### src/rtl/sha2_msg_schedule.sv
// rtl/sha2_msg_schedule.sv - SHA-256/512 message schedule streamer; optional abort input via SHA2_MSG_SCHEDULE_ABORT_EN
module sha2_msg_schedule #(
  parameter int WORD_W = 32,
  parameter int ROUNDS = 64
) (
  input  logic              clk,
  input  logic              rst,
  input  logic              in_valid,
  output logic              in_ready,
  input  logic [WORD_W-1:0] in_data,
  output logic              out_valid,
  input  logic              out_ready,
  output logic [WORD_W-1:0] out_data,
  output logic [6:0]        out_idx,
  output logic              out_last
`ifdef SHA2_MSG_SCHEDULE_ABORT_EN
  ,
  input  logic              abort
`endif
);

  localparam logic [0:0] ST_LOAD   = 1'b0;
  localparam logic [0:0] ST_EXPAND = 1'b1;

  localparam logic [6:0] LAST_T = 7'(ROUNDS - 1);
  localparam logic [6:0] LOAD_END_T = 7'd15;

  // Rotation/shift amounts of the small sigma functions for the chosen word size
  localparam int S0_A = (WORD_W == 64) ? 1  : 7;
  localparam int S0_B = (WORD_W == 64) ? 8  : 18;
  localparam int S0_S = (WORD_W == 64) ? 7  : 3;
  localparam int S1_A = (WORD_W == 64) ? 19 : 17;
  localparam int S1_B = (WORD_W == 64) ? 61 : 19;
  localparam int S1_S = (WORD_W == 64) ? 6  : 10;

  function automatic logic [WORD_W-1:0] rotr(input logic [WORD_W-1:0] x, input int n);
    rotr = (x >> n) | (x << (WORD_W - n));
  endfunction

  function automatic logic [WORD_W-1:0] sig0(input logic [WORD_W-1:0] x);
    sig0 = rotr(x, S0_A) ^ rotr(x, S0_B) ^ (x >> S0_S);
  endfunction

  function automatic logic [WORD_W-1:0] sig1(input logic [WORD_W-1:0] x);
    sig1 = rotr(x, S1_A) ^ rotr(x, S1_B) ^ (x >> S1_S);
  endfunction

  logic [WORD_W-1:0] win [16];
  logic [6:0]        t;
  logic [0:0]        state;
  logic [WORD_W-1:0] exp_word;
  logic              xfer;
  logic              abort_i;

`ifdef SHA2_MSG_SCHEDULE_ABORT_EN
  assign abort_i = abort;
`else
  assign abort_i = 1'b0;
`endif

  // Next expanded word from the 16-word window (win[0] oldest)
  always_comb begin
    exp_word = sig1(win[14]) + win[9] + sig0(win[1]) + win[0];
  end

  // Stream handshake: LOAD passes input straight through, EXPAND emits computed words
  always_comb begin
    in_ready  = 1'b0;
    out_valid = 1'b0;
    out_data  = in_data;
    if (state == ST_LOAD) begin
      in_ready  = out_ready & ~abort_i;
      out_valid = in_valid & ~abort_i;
      out_data  = in_data;
    end else begin
      out_valid = ~abort_i;
      out_data  = exp_word;
    end
  end

  assign xfer     = out_valid & out_ready;
  assign out_idx  = t;
  assign out_last = (t == LAST_T);

  // Window shift, round counter and phase update on each transferred word
  always_ff @(posedge clk or posedge rst) begin
    if (rst) begin
      state <= ST_LOAD;
      t     <= 7'd0;
      for (int i = 0; i < 16; i++) begin
        win[i] <= '0;
      end
    end else if (abort_i) begin
      state <= ST_LOAD;
      t     <= 7'd0;
    end else if (xfer) begin
      for (int i = 0; i < 15; i++) begin
        win[i] <= win[i+1];
      end
      win[15] <= out_data;
      if (t == LAST_T) begin
        t     <= 7'd0;
        state <= ST_LOAD;
      end else begin
        t <= t + 7'd1;
        if (t == LOAD_END_T) begin
          state <= ST_EXPAND;
        end
      end
    end
  end

endmodule

### config.mk
export PLATFORM = sky130hd
export DESIGN_NAME = sha2_msg_schedule
export DESIGN_NICKNAME = d
export VERILOG_FILES = /design/src/rtl/sha2_msg_schedule.sv
export SDC_FILE = /design/constraint.sdc
export NUM_CORES = 2
export LEC_CHECK = 0
export ABC_AREA = 1
export BUFFER_PORTS_ARGS = -buffer_cell sky130_fd_sc_hd__buf_4
export CAP_MARGIN = 20
export CORE_MARGIN = 8
export CORE_UTILIZATION = 55
export CTS_CLUSTER_SIZE = 8
export DETAILED_ROUTE_END_ITERATION = 8
export PLACE_DENSITY = 0.76
export SYNTH_ARGS = -nofsm -noshare
export SYNTH_HDL_FRONTEND = slang
export SYNTH_SLANG_ARGS = --single-unit
export TNS_END_PERCENT = 20
### constraint.sdc
create_clock -name clk -period 16.5 [get_ports clk]
set_clock_uncertainty 0.15 [all_clocks]
set_input_delay 1.65 -clock clk [delete_from_list [all_inputs] [get_ports clk]]
set_output_delay 1.65 -clock clk [all_outputs]
set_load 0.05 [all_outputs]
==> out/summary.log <==
[sta] max_slew headroom 0.290
[floorplan] site row count 78
[synthesis] number of warnings reported in the yosys synthesis log 0
[synthesis] number of distinct library cells after synthesis 30
[worst_setup_path] CP endpoint kind primary output
[grt] Total GRT Usage 0.245
[routing] WL per Instance 17.7 um
[routing] detailed-route via count 18355
[synthesis] commonest register cell after synthesis dfrtp_1
[synthesis] synthesized flop and latch total 520
[sta] share of the clock period used by the worst path after layout 0.389
[synthesis] library cell with the largest summed area after synthesis dfrtp_1
[synthesis] post-synthesis instance area 24800 um^2
[cts] clock tree from TritonCTS yes
[grt] maximum number of pins on one net before global-route repair 263
[sta] measured slew at the worst slew-check pin 1.06 ns
[grt] global route total overflow 0
[floorplan] overall die area 52200 um^2
[cts] post-CTS resize count 0
[worst_setup_path] WP buf/inv 6
[grt] number of global-route vias before repair 18660
[synthesis] count leader, synth nand2_1
[synthesis] share of Yosys cell area claimed by the top area cell type 0.525
[sta] setup repair after global routing missed its margin false
[worst_setup_path] required time of the critical path 14.70 ns
[grt] initial antenna violation count 2
[floorplan] core footprint 45000 um^2
[worst_setup_path] worst-path fanout max 5
[sta] Pins Over Slew Limit 0
[routing] count of TritonRoute iterations in the first routing pass 6
[worst_setup_path] cells along the critical path xnor2_1 > xor2_1 > inv_1 > fa_1 > inv_1 > fa_1 > inv_1 > ha_1 > inv_1 > fa_1 > inv_1 > nand3_1 > nand3_1 > nand2_1 > nand3_1 > nand2_1 > nand3_1 > nand3_1 > and2_1 > buf_4
[status] outcome finished, final reports clean
[routing] drt first-iter violations 1601
[routing] total detailed-routing wirelength 62500 um
[cts] total number of H-tree levels 3
[worst_setup_path] worst endpoint data arrival time 4.63 ns
[worst_setup_path] critical path type register to primary output
[sta] final critical-path required period 6.43 ns
[cells_and_area] Cell Count, Final, Fillers Out 3524
[floorplan] starting density of the core 0.551
[grt] wire length of the first global-routing pass 101000 um
[place] Post-Place Cells 3438
[routing] Antenna Nets Post-Route 0
[cts] number of buffers created by CTS 75
[sta] sum of negative setup slack 0 ns
[floorplan] I/O pin count 78
[cts] master cell of the clock root buffer clkbuf_16
[cts] CTS max path bufs 3
[worst_setup_path] worst-path cell with the longest stage delay fa_1
[cells_and_area] fraction of layout instances using a drive strength above 1 0.0684
[synthesis] FFs w/ async S/R, synth 1.00
[worst_setup_path] peak per-stage delay on the critical path 0.48 ns
[sta] FMAX 156 MHz
[synthesis] count of mapped cells out of synthesis 2900
[cts] clock-pin slew on the worst setup and hold paths 0.06 ns
[place] last weighted congestion value of the routability-driven placer 0.959
[worst_setup_path] CP top delay family adder cells
[synthesis] top area cells in the synthesized netlist dfrtp_1, nand2_1, o21ai_0
[cells_and_area] ant diodes 0
[cells_and_area] P&R area growth vs syn 11.6%
[sta] number of failing hold endpoints at the final stage 0
[sta] final setup violating endpoints 0
[place] Port-buffer cells 77
[synthesis] net count after synthesis 3030
[routing] drc violations 0
[worst_setup_path] element type at the critical path start register
[floorplan] die outline width 228 um
[synthesis] cell types with the highest counts after synthesis nand2_1, dfrtp_1, inv_1
[synthesis] number of enable-type register cells in the synthesized netlist 0
[flow_run] reported max-cap violation count 0
[cts] total of hold buffers inserted after clock tree synthesis 0
[cts] CTS Sinks 520
[synthesis] share of synthesized area occupied by flip-flops and latches 0.525
[routing] number of vias per cell after detailed routing 5.21
[min_path] worst hold path type register to register
[cts] Clock Latency Late Sink 0.60 ns
[cells_and_area] Final Net Count 3047
[floorplan] Die Y 228 um
[cts] count of buffers added by post-CTS timing repair for setup 0
[place] detailed-placement wirelength estimate 43900 um
[synthesis] Mean Syn Cell Area 8.55 um^2
-- layout by cell type, fill, tap and decap left out, types with 61 or more instances in the layout --
cell,netlist,routed
buf_4,3,86
clkbuf_16,0,76
dfrtp_1,520,520
fa_1,62,62
inv_1,451,450
nand2_1,926,926
nand3_1,61,61
o21ai_0,433,433
xnor2_1,72,72
xor2_1,63,63
-- stage by stage --
step | utilization | cell area [um^2] | hold WS (ns) | setup WS [ns]
floorplan | - | 24800 | 0.292 | 0.173
global placement | 0.570 | 25600 | 0.302 | 10.70
detailed placement | 0.570 | 25600 | 0.306 | 10.72
CTS | 0.614 | 27600 | 0.327 | 10.07
global route | 0.615 | 27700 | 0.341 | 9.77
finish | 0.615 | 27700 | 0.323 | 10.07
-- metal layers --
metal  GRT usage  vias to the layer above  part of all wire
li1            -                     8789                 -
met5           0                        -                 0
met1       0.335                     8973              0.44
met4      0.0750                        0             0.028
met3      0.0505                      114             0.062
met2       0.391                      479              0.47
-- cell type report --
class | count | area, um^2
clock buffers | 79 | 1910
clock inverters | 5 | 75.1
fillers | 3873 | 17300
inverters | 453 | 1720
multi-input cells | 1777 | 9470
flip-flops and latches | 520 | 13000
well taps | 600 | 751
repair buffers | 90 | 741
-- state kept, by name, indices dropped and copies added, names as in the netlist --
name     flops
state        1
win        512
out_idx      7
-- cells by family after synthesis --
kind of cell             count (synthesis)  synth area share
AO/OA/AOI/OAI                          476            0.0978
XOR/XNOR                               135            0.0477
adder cells (fa/ha/maj)                 94            0.0662
buffers and inverters                  603            0.0942
flip-flops                             520             0.525
AND/OR/NAND/NOR                       1072             0.170
-- worst reg2reg max path: cells and delay by family, from the launching register on --
| kind | cells | cell delay [ns] |
|---|---|---|
| buffers and inverters | 4 | 2.33 |
| DFF | 1 | 0.35 |
| AOI/OAI and AO/OA | 1 | 0.14 |
| and+or+nand+nor | 3 | 1.30 |
-- final timing paths --
check / from / end / slack, ns / depth (start not counted)
min in group asynchronous: rst / win[137] / 1.11 / 2
min: win[365] / win[397] / 0.32 / 2
max reg2reg: state / win[83] / 12.13 / 8
max in group asynchronous: rst / win[62] / 12.67 / 4
min reg2reg: win[365] / win[397] / 0.32 / 2
max: win[467] / out_data[29] / 10.07 / 20
Power is not shown: default switching activity piles up to over one toggle a cycle in this logic, so the estimate is an artifact.
